### src/rtl/bomb_pkg.sv
// Shared types, constants and helpers for the bomb map logic.
package bomb_pkg;

  localparam int unsigned CELLS   = 100;
  localparam int unsigned COORD_W = 4;
  localparam int unsigned IDX_W   = 7;
  localparam int unsigned CNT_W   = 4;

  localparam logic [1:0] CELL_EMPTY   = 2'd0;
  localparam logic [1:0] CELL_ONE     = 2'd1;
  localparam logic [1:0] CELL_EXPLODE = 2'd3;

  localparam int unsigned FIELD_MIN = 1;
  localparam int unsigned FIELD_MAX = 8;

  localparam logic [1:0] GS_PLAYING = 2'd0;
  localparam logic [1:0] GS_B_WINS  = 2'd1;
  localparam logic [1:0] GS_A_WINS  = 2'd2;
  localparam logic [1:0] GS_DRAW    = 2'd3;

  typedef enum logic [1:0] {
    ST_IDLE   = 2'd0,
    ST_CHECK  = 2'd1,
    ST_COMMIT = 2'd2
  } state_e;

  // Cell index 10*x+y; only meaningful for in-field coordinates.
  function automatic logic [IDX_W-1:0] cell_idx(input logic [COORD_W-1:0] x,
                                                input logic [COORD_W-1:0] y);
    logic [7:0] sum;
    sum = 8'(x) * 8'd10 + 8'(y);
    return IDX_W'(sum);
  endfunction

  function automatic logic [CELLS-1:0] field_mask(input int unsigned lo,
                                                  input int unsigned hi);
    logic [CELLS-1:0] m;
    m = '0;
    for (int unsigned x = 0; x < 10; x++) begin
      for (int unsigned y = 0; y < 10; y++) begin
        if (x >= lo && x <= hi && y >= lo && y <= hi) m[x*10+y] = 1'b1;
      end
    end
    return m;
  endfunction

  function automatic logic [CNT_W-1:0] popcount(input logic [CELLS-1:0] v);
    logic [6:0] c;
    c = '0;
    for (int unsigned i = 0; i < CELLS; i++) c = c + 7'(v[i]);
    return CNT_W'(c);
  endfunction

endpackage

### src/rtl/bomb_rr_arb.sv
// Two-requester round-robin arbiter; pointer only advances on a contested grant.
module bomb_rr_arb (
  input  logic clk,
  input  logic rst,
  input  logic en,
  input  logic req_a,
  input  logic req_b,
  output logic gnt_valid_c,
  output logic gnt_b_c
);

  logic ptr_q;
  logic ptr_d;

  always_comb begin
    ptr_d       = ptr_q;
    gnt_valid_c = en & (req_a | req_b);
    gnt_b_c     = 1'b0;
    if (en) begin
      if (req_a && req_b) begin
        gnt_b_c = ptr_q;
        ptr_d   = ~ptr_q;
      end else begin
        gnt_b_c = req_b;
      end
    end
  end

  always_ff @(posedge clk) begin
    if (rst) ptr_q <= 1'b0;
    else     ptr_q <= ptr_d;
  end

endmodule

### src/rtl/bomb_placer.sv
// Authoritative 10x10 bomb map: merges step results and arbitrated player drops.
module bomb_placer
  import bomb_pkg::*;
#(
  parameter int unsigned MAX_BOMBS = 2,
  parameter int unsigned FIELD_MIN = bomb_pkg::FIELD_MIN,
  parameter int unsigned FIELD_MAX = bomb_pkg::FIELD_MAX
) (
  input  logic               clk,
  input  logic               rst,
  input  logic [1:0]         game_state,
  input  logic               step_tick,
  input  logic [CELLS-1:0]   i_stepMap_0,
  input  logic [CELLS-1:0]   i_stepMap_1,
  input  logic               reqA,
  input  logic               reqB,
  input  logic [COORD_W-1:0] playerAx,
  input  logic [COORD_W-1:0] playerAy,
  input  logic [COORD_W-1:0] playerBx,
  input  logic [COORD_W-1:0] playerBy,
  output logic [CELLS-1:0]   o_curBombMap_0,
  output logic [CELLS-1:0]   o_curBombMap_1,
  output logic               ackA,
  output logic               ackB,
  output logic               nackA,
  output logic               nackB,
  output logic [CNT_W-1:0]   activeA,
  output logic [CNT_W-1:0]   activeB
);

  localparam logic [CELLS-1:0] FMASK = field_mask(FIELD_MIN, FIELD_MAX);

  state_e               state_q, state_d;
  logic [CELLS-1:0]     map0_q, map0_d, map1_q, map1_d;
  logic [CELLS-1:0]     own_a_q, own_a_d, own_b_q, own_b_d;
  logic                 gnt_b_q, gnt_b_d;
  logic [COORD_W-1:0]   gx_q, gx_d, gy_q, gy_d;
  logic                 reject_q, reject_d;
  logic                 ack_a_q, ack_a_d, ack_b_q, ack_b_d;
  logic                 nack_a_q, nack_a_d, nack_b_q, nack_b_d;

  logic                 arb_en_c, gnt_valid_c, gnt_b_c;
  logic [CELLS-1:0]     mrg0_c, mrg1_c, explode_c;
  logic                 in_bounds_c, at_limit_c;
  logic [IDX_W-1:0]     idx_c;
  logic [1:0]           tgt_val_c;

  assign arb_en_c = (state_q == ST_IDLE) && !(ack_a_q | ack_b_q | nack_a_q | nack_b_q);

  bomb_rr_arb u_arb (
    .clk         (clk),
    .rst         (rst),
    .en          (arb_en_c),
    .req_a       (reqA),
    .req_b       (reqB),
    .gnt_valid_c (gnt_valid_c),
    .gnt_b_c     (gnt_b_c)
  );

  // Post-merge view of the map and the target cell of the current grant.
  always_comb begin
    mrg0_c      = step_tick ? (i_stepMap_0 & FMASK) : map0_q;
    mrg1_c      = step_tick ? (i_stepMap_1 & FMASK) : map1_q;
    explode_c   = map0_q & map1_q;
    in_bounds_c = (32'(gx_q) >= FIELD_MIN) && (32'(gx_q) <= FIELD_MAX) &&
                  (32'(gy_q) >= FIELD_MIN) && (32'(gy_q) <= FIELD_MAX);
    idx_c       = in_bounds_c ? cell_idx(gx_q, gy_q) : '0;
    tgt_val_c   = {mrg1_c[idx_c], mrg0_c[idx_c]};
    at_limit_c  = 32'(gnt_b_q ? popcount(own_b_q) : popcount(own_a_q)) >= MAX_BOMBS;
  end

  always_comb begin
    state_d  = state_q;
    gnt_b_d  = gnt_b_q;
    gx_d     = gx_q;
    gy_d     = gy_q;
    reject_d = reject_q;
    ack_a_d  = 1'b0;
    ack_b_d  = 1'b0;
    nack_a_d = 1'b0;
    nack_b_d = 1'b0;
    map0_d   = mrg0_c;
    map1_d   = mrg1_c;
    own_a_d  = step_tick ? (own_a_q & ~explode_c) : own_a_q;
    own_b_d  = step_tick ? (own_b_q & ~explode_c) : own_b_q;

    unique case (state_q)
      ST_IDLE: begin
        if (gnt_valid_c) begin
          state_d = ST_CHECK;
          gnt_b_d = gnt_b_c;
          gx_d    = gnt_b_c ? playerBx : playerAx;
          gy_d    = gnt_b_c ? playerBy : playerAy;
        end
      end
      ST_CHECK: begin
        reject_d = (game_state != GS_PLAYING) || !in_bounds_c ||
                   (tgt_val_c != CELL_EMPTY) || at_limit_c;
        state_d  = ST_COMMIT;
      end
      ST_COMMIT: begin
        state_d = ST_IDLE;
        // A step landing now may have filled the cell; re-check against it.
        if (!reject_q && (game_state == GS_PLAYING) && (tgt_val_c == CELL_EMPTY)) begin
          map0_d[idx_c] = CELL_ONE[0];
          map1_d[idx_c] = CELL_ONE[1];
          if (gnt_b_q) own_b_d[idx_c] = 1'b1;
          else         own_a_d[idx_c] = 1'b1;
          ack_a_d = !gnt_b_q;
          ack_b_d = gnt_b_q;
        end else begin
          nack_a_d = !gnt_b_q;
          nack_b_d = gnt_b_q;
        end
      end
      default: state_d = ST_IDLE;
    endcase
  end

  always_ff @(posedge clk) begin
    if (rst) begin
      state_q  <= ST_IDLE;
      map0_q   <= '0;
      map1_q   <= '0;
      own_a_q  <= '0;
      own_b_q  <= '0;
      gnt_b_q  <= 1'b0;
      gx_q     <= '0;
      gy_q     <= '0;
      reject_q <= 1'b0;
      ack_a_q  <= 1'b0;
      ack_b_q  <= 1'b0;
      nack_a_q <= 1'b0;
      nack_b_q <= 1'b0;
    end else begin
      state_q  <= state_d;
      map0_q   <= map0_d;
      map1_q   <= map1_d;
      own_a_q  <= own_a_d;
      own_b_q  <= own_b_d;
      gnt_b_q  <= gnt_b_d;
      gx_q     <= gx_d;
      gy_q     <= gy_d;
      reject_q <= reject_d;
      ack_a_q  <= ack_a_d;
      ack_b_q  <= ack_b_d;
      nack_a_q <= nack_a_d;
      nack_b_q <= nack_b_d;
    end
  end

  assign o_curBombMap_0 = map0_q;
  assign o_curBombMap_1 = map1_q;
  assign ackA           = ack_a_q;
  assign ackB           = ack_b_q;
  assign nackA          = nack_a_q;
  assign nackB          = nack_b_q;
  assign activeA        = popcount(own_a_q);
  assign activeB        = popcount(own_b_q);

endmodule

### config.mk
export PLATFORM = sky130hd
export DESIGN_NAME = bomb_placer
export DESIGN_NICKNAME = d
export VERILOG_FILES = /design/src/rtl/bomb_pkg.sv /design/src/rtl/bomb_rr_arb.sv /design/src/rtl/bomb_placer.sv
export SDC_FILE = /design/constraint.sdc
export NUM_CORES = 1
export LEC_CHECK = 0
export CAP_MARGIN = 20
export CORE_MARGIN = 1.5
export CORE_UTILIZATION = 58
export CTS_BUF_LIST = sky130_fd_sc_hd__clkbuf_4
export DETAILED_ROUTE_END_ITERATION = 8
export PLACE_DENSITY = 0.88
export SETUP_SLACK_MARGIN = 0.15
export SLEW_MARGIN = 10
export SYNTH_ARGS = -nofsm -noshare
export SYNTH_HDL_FRONTEND = slang
export SYNTH_SLANG_ARGS = --single-unit
### constraint.sdc
create_clock -name clk -period 18.7 [get_ports clk]
set_clock_uncertainty 0.2 [all_clocks]
set_input_delay 3.74 -clock clk [delete_from_list [all_inputs] [get_ports clk]]
set_output_delay 3.74 -clock clk [all_outputs]
set_load 0.02 [all_outputs]
==> results of run 1 <==
[placed cells by master, fill, tap and decap left out, types with 39 or more instances in the layout]
cell type,n
dfxtp_1,417
clkdlybuf4s50_1,360
inv_1,262
nand2_1,232
nor2_1,176
fa_1,164
clkbuf_4,154
mux2i_1,129
a31oi_1,104
a22o_1,67
o31ai_1,57
o21ai_0,56
o31ai_2,54
nor3_1,43
o22ai_1,43
o32ai_1,39
and2_1,39
buf_4,39
[cell families after synthesis]
kind of cell,Yosys count
flops,417
xor+xnor,39
compound gates,567
mux,140
buf+inv,406
fa+ha+maj,194
simple gates,570
[registers in the layout, summed over array words and instances (netlist names), 2 cells and up]
signal and cells:
own_b_q 100, state_q 2, o_curBombMap_1 100, gy_q 4, o_curBombMap_0 100, own_a_q 100, gx_q 4
[metal layers]
metal	track usage, %	up-vias	routed length (um)
met5	0	-	72
met4	29.6	2	7110
met3	18.3	488	13700
li1	-	8977	-
met1	54.9	10400	31700
met2	69.9	1879	40300
[worst paths after layout]
path	from	endpoint	slack, ns	cells after the start
setup / recovery	own_a_q[53]	activeA[3]	6.99	21
hold / removal	own_b_q[34]	own_b_q[34]	0.26	2
setup reg to reg	own_a_q[53]	reject_q	10.94	23
hold reg to reg	own_b_q[34]	own_b_q[34]	0.26	2
[power by group]
part | leakage, nW | internal, mW | switching, mW
Sequential | 3.39 | 0.908 | 0.0258
Combinational | 6.58 | 0.128 | 0.265
Clock | 0.785 | 0.400 | 0.390
[through the flow]
stage / worst slack (ns) / util [%]
CTS: 6.94 / 73.2
finish: 6.99 / 73.2
global route: 6.71 / 73.2
detailed placement: 7.84 / 69.7
global placement: 7.93 / 69.7
floorplan: 8.55 / -
[critical path: stages, from the launching register on]
cell and delay, ns:
dfxtp_1 0.34, fa_1 0.53, inv_1 0.05, fa_1 0.56, inv_1 0.08, fa_1 0.42, fa_1 0.55, inv_1 0.06
fa_1 0.52, inv_1 0.05, fa_1 0.51, fa_1 0.44, fa_1 0.55, inv_1 0.06, fa_1 0.53, inv_1 0.07
ha_1 0.29, a21o_1 0.16, a21oi_1 0.17, xnor2_1 0.16, xnor2_1 0.16, clkdlybuf4s50_1 0.63
[area by class of cell]
class,instances,share of cell area [%]
diodes,4,0.0361
clock buffers,154,4.17
clock inverters,23,0.515
repair buffers,403,14.2
well taps,511,2.31
multi-input cells,1510,45.1
inverters,263,3.56
flip-flops and latches,417,30.1
==> results.yml, run 1 <==
run_status:
  outcome: "finished clean"
clock_network:
  clock_latency_ns: 0.87
  cts.sinks: 417
  post_cts_resized: 0
  cts_setup_buffers: 0
  cts_max_level: 3
  root_buffer: "clkbuf_4"
  holdBufCountCts: 0
  path_clk_slew_ns: 0.06
  cts_buffers: 107
  cts_tree: "yes"
  clockBufferDepth: 3
route:
  drtIter0Drc: 3002
  wl_mm: 92.8
  vias: 21800
  antenna_left: 0
  avgViaCountPerCell: 6.63
  first_pass_iters: 7
  drc: 0
  wl_per_cell_um: 28.3
yosys:
  synthMuxAreaShare_pct: 6.41
  synth.area.top_cells: "dfxtp_1 37%, fa_1 15%, mux2i_1 5.8%, inv_1 4.4%, nand2_1 3.9%"
  synth.most_common_cell: "dfxtp_1"
  ys.flop_type: "dfxtp_1"
  synth-compound-area-share_pct: 19.7
  synth_commonest_cells: "417 x dfxtp_1, 262 x inv_1, 232 x nand2_1"
  synth_top_area_cell: "dfxtp_1"
  ys_types: 79
  synth_top_area_share_pct: 37.2
  async_flop_share_pct: 0
  synthSimpleGateAreaFrac_pct: 11.5
  ys_ff_latch: 417
  mappedNetlistArea_um2: 22400
  synthCells: 2333
  synthAdderAreaFrac_pct: 16.3
  yosysWarnings: 0
  synth_edf_count: 0
  syn_avg_cell_area_um2: 9.61
  synthXorXnorAreaFrac_pct: 1.52
  syn_nets: 2750
  seq_area_frac_synth_pct: 37.2
  synth_top_family_by_area: "compound AO/OA/AOI/OAI gates"
layout:
  seq_area_um2: 8350
  nets: 3119
  multi_input_area_um2: 12500
  nFillCells: 2853
  drive_gt1_share_pct: 10.4
  area_growth_pct: 23.6
  stdcell_area_um2: 27700
  final_cell_count_no_fill: 3285
sta:
  finalHoldViolCount: 0
  hold_ws_ns: 0.259
  fmax_mhz: 85.4
  min_period_ns: 11.71
  fin_setup_tns_ns: 0
  fin_crit_sh_pct: 62.6
  drv_slew: 0
  setup_violations: 0
  tightestPinTransition_ns: 1.14
  slew_headroom_pct: 24.0
  grt_setup_unrepaired: "false"
global_route:
  overflow: 0
  grt_pass1_wl_mm: 133
  first_global_vias: 21000
  grt_max_degree: 99
  antenna_found_initial: 3
  track_usage_pct: 46.3
floorplanning:
  ios: 435
  die_width_um: 200
  die_h_um: 200
  coreArea_um2: 37800
  rows: 71
  dieArea_um2: 39800
  initial_core_util_pct: 59.2
worst_setup_path:
  path_class: "flop to output port"
  cp_max_fo: 2
  startpoint_type: "flop"
  worstPathArrival_ns: 7.77
  required_ns: 14.76
  cp-end-kind: "output port"
power:
  p_leak_nw: 10.8
  power_mw: 2.12
  ir_drop_mv: 0.0496
  power.density_nw_per_um2: 76.3
flow_run:
  drv_cap: 0
placement:
  portBuffers: 362
  dp_hpwl_mm: 71.2
  placed_cells: 3102
  gp_congestion: 1.05
  placed_cell_area_um2: 26400
min_path:
  hold_path.class: "flop to flop"
Note: power is estimated with default switching activity, not from simulation.
==> run 2, diff against run 1 <==
--- a/config.mk
+++ b/config.mk
@@ -7,10 +7,10 @@
 export LEC_CHECK = 0
 export CAP_MARGIN = 20
 export CORE_MARGIN = 1.5
-export CORE_UTILIZATION = 58
+export CORE_UTILIZATION = 49
 export CTS_BUF_LIST = sky130_fd_sc_hd__clkbuf_4
 export DETAILED_ROUTE_END_ITERATION = 8
-export PLACE_DENSITY = 0.88
+export PLACE_DENSITY = 0.79
 export SETUP_SLACK_MARGIN = 0.15
 export SLEW_MARGIN = 10
 export SYNTH_ARGS = -nofsm -noshare
==> constraint.sdc (replaced) <==
create_clock -name clk -period 10.2 [get_ports clk]
set_clock_uncertainty 0.2 [all_clocks]
set_input_delay 2.04 -clock clk [delete_from_list [all_inputs] [get_ports clk]]
set_output_delay 2.04 -clock clk [all_outputs]
set_load 0.02 [all_outputs]
==> run 2 against run 1 <==
Worst hold slack got worse by 0.0032 ns. Clock power up 82%. Count of clock-buffer cells in the layout fell by 7. Via count decreased by 2.8%. Die area rose by 18%. Final area up 0.47%.
==> results.yml, run 2 (synthesis results as in run 1) <==
run_status:
  outcome: "finished clean"
layout:
  nFillCells: 3876
  nets: 3118
  multi_input_area_um2: 12500
  area_growth_pct: 24.2
  seq_area_um2: 8350
  drive_gt1_share_pct: 10.4
  stdcell_area_um2: 27800
  final_common_cell: "dfxtp_1"
  layout_common_cells: "417 x dfxtp_1, 358 x clkdlybuf4s50_1, 262 x inv_1"
global_route:
  track_usage_pct: 39.8
  antenna_found_initial: 3
  grt_pass1_wl_mm: 135
  grt_max_degree: 142
  overflow: 0
  first_global_vias: 20700
worst_setup_path:
  rrSetupSlack_ns: 2.43
  cpPeakStageDelay_ns: 0.63
  reg2reg_depth: 23
  cpMaxStageDelayCell: "clkdlybuf4s50_1"
  startpoint_type: "flop"
  cp_max_fo: 2
  reg2reg_to: "reject_q"
  cp_top_family: "adder cells"
  worstPathArrival_ns: 7.52
  crit_cells: 18
  required_ns: 7.96
  critical_path_buf_inv_count: 7
  r2r_start: "own_a_q[59]"
  path_class: "flop to output port"
  cp-endpoint: "activeA[2]"
  cp_common_cell: "fa_1"
  cp-end-kind: "output port"
  path_cells: "fa_1 > inv_1 > fa_1 > inv_1 > fa_1 > fa_1 > inv_1 > fa_1 > inv_1 > fa_1 > fa_1 > fa_1 > inv_1 > fa_1 > inv_1 > fa_1 > xor2_1 > clkdlybuf4s50_1"
  cp-startpoint: "own_a_q[59]"
route:
  drc: 0
  wl_mm: 94.6
  vias: 21200
  first_pass_iters: 6
  antenna_left: 0
  avgViaCountPerCell: 6.27
  wl_per_cell_um: 28.0
  drtIter0Drc: 2766
placement:
  placed_cell_area_um2: 26500
  dp_hpwl_mm: 72.8
  portBuffers: 362
  gp_congestion: 1.02
clock_network:
  cts.sinks: 417
  clockBufferDepth: 3
  cts_tree: "yes"
  cts_max_level: 3
  cts_buffers: 107
  clock_latency_ns: 0.90
  root_buffer: "clkbuf_4"
  path_clk_slew_ns: 0.06
power:
  power.density_nw_per_um2: 139
  ir_drop_mv: 0.0844
  p_leak_nw: 10.7
sta:
  fin_setup_tns_ns: 0
  fmax_mhz: 102
  finalHoldViolCount: 0
  setup_violations: 0
  drv_slew: 0
  grt_setup_unrepaired: "false"
  slew_headroom_pct: 21.4
  min_period_ns: 9.76
  fin_crit_sh_pct: 95.7
  tightestPinTransition_ns: 1.17
min_path:
  hold_path.class: "flop to flop"
floorplanning:
  initial_core_util_pct: 49.5
  die_width_um: 217
  rows: 78
  ios: 435
  die_h_um: 217
  dieArea_um2: 47000
  coreArea_um2: 45300
flow_run:
  drv_cap: 0
[run 2: cell types whose count changed in the layout (fill, tap and decap cells not counted), moves of 2 or more]
cell             delta
clkbuf_4            -6
nor2_1              -2
nor2_2              +2
clkinv_1            +9
clkinvlp_4          +3
buf_4               -2
clkdlybuf4s50_1     -2
[run 2: what timing repair did]
| action | in CTS | in global routing |
|---|---|---|
| setup endpoints to repair | 1 | 2 |
| hold buffers | 0 | 0 |
| buffers inserted | 0 | 0 |
| gates resized for setup | 1 | 4 |
[run 2: how the worst min path moves through the flow]
stage	from	end	slack [ns]	cells past startpoint
floorplan	own_a_q[36]	own_a_q[36]	0.22	2
global placement	own_b_q[36]	own_b_q[36]	0.24	2
detailed placement	own_b_q[36]	own_b_q[36]	0.24	2
CTS	own_b_q[37]	own_b_q[37]	0.26	2
global route	own_b_q[37]	own_b_q[37]	0.27	2
finish	own_b_q[29]	own_b_q[29]	0.26	2
[run 2: per-stage QoR]
step	worst slack [ns]	total power [mW]	utilization [%]	hold slack (ns)	std cells
floorplan	1.75	2.12	-	0.220	2333
global placement	1.06	2.42	58.6	0.237	3190
detailed placement	1.04	2.43	58.6	0.240	3190
CTS	0.242	3.84	61.4	0.256	3371
global route	0.174	3.97	61.5	0.274	3374
finish	0.436	3.87	61.5	0.255	3376
[run 2: per-layer routing]
layer  wire, um  up-vias  global-route usage (%)
met5         15        -                       0
met4       5890        2                    23.0
met3      11300      319                    11.1
met2      42000     1587                    61.3
met1      35400    10300                    50.1
li1           -     9003                       -
[run 2: cell type report]
type / count / share of cell area [%]
flip-flops and latches: 417 / 30.0
clock inverters: 34 / 0.701
inverters: 263 / 3.55
diodes: 3 / 0.0270
well taps: 600 / 2.70
clock buffers: 147 / 3.96
repair buffers: 402 / 14.2
multi-input cells: 1510 / 44.9
[run 2: where the power goes]
group / total [mW] / leakage [nW] / switching [mW] / internal [mW]
registers: 1.71 / 3.39 / 0.0475 / 1.66
logic: 0.719 / 6.60 / 0.483 / 0.236
clock network: 1.44 / 0.763 / 0.729 / 0.712
total: 3.87 / 10.7 / 1.26 / 2.61
[run 2: worst reg2reg max path: cells and delay by family, from the launching register on]
| kind | cells | cell delay (ns) |
|---|---|---|
| adder cells (fa/ha/maj) | 10 | 4.95 |
| AND/OR/NAND/NOR | 1 | 0.82 |
| AO/OA/AOI/OAI | 4 | 0.73 |
| buffers and inverters | 6 | 0.36 |
| flip-flops | 1 | 0.33 |
| XOR/XNOR | 2 | 0.25 |
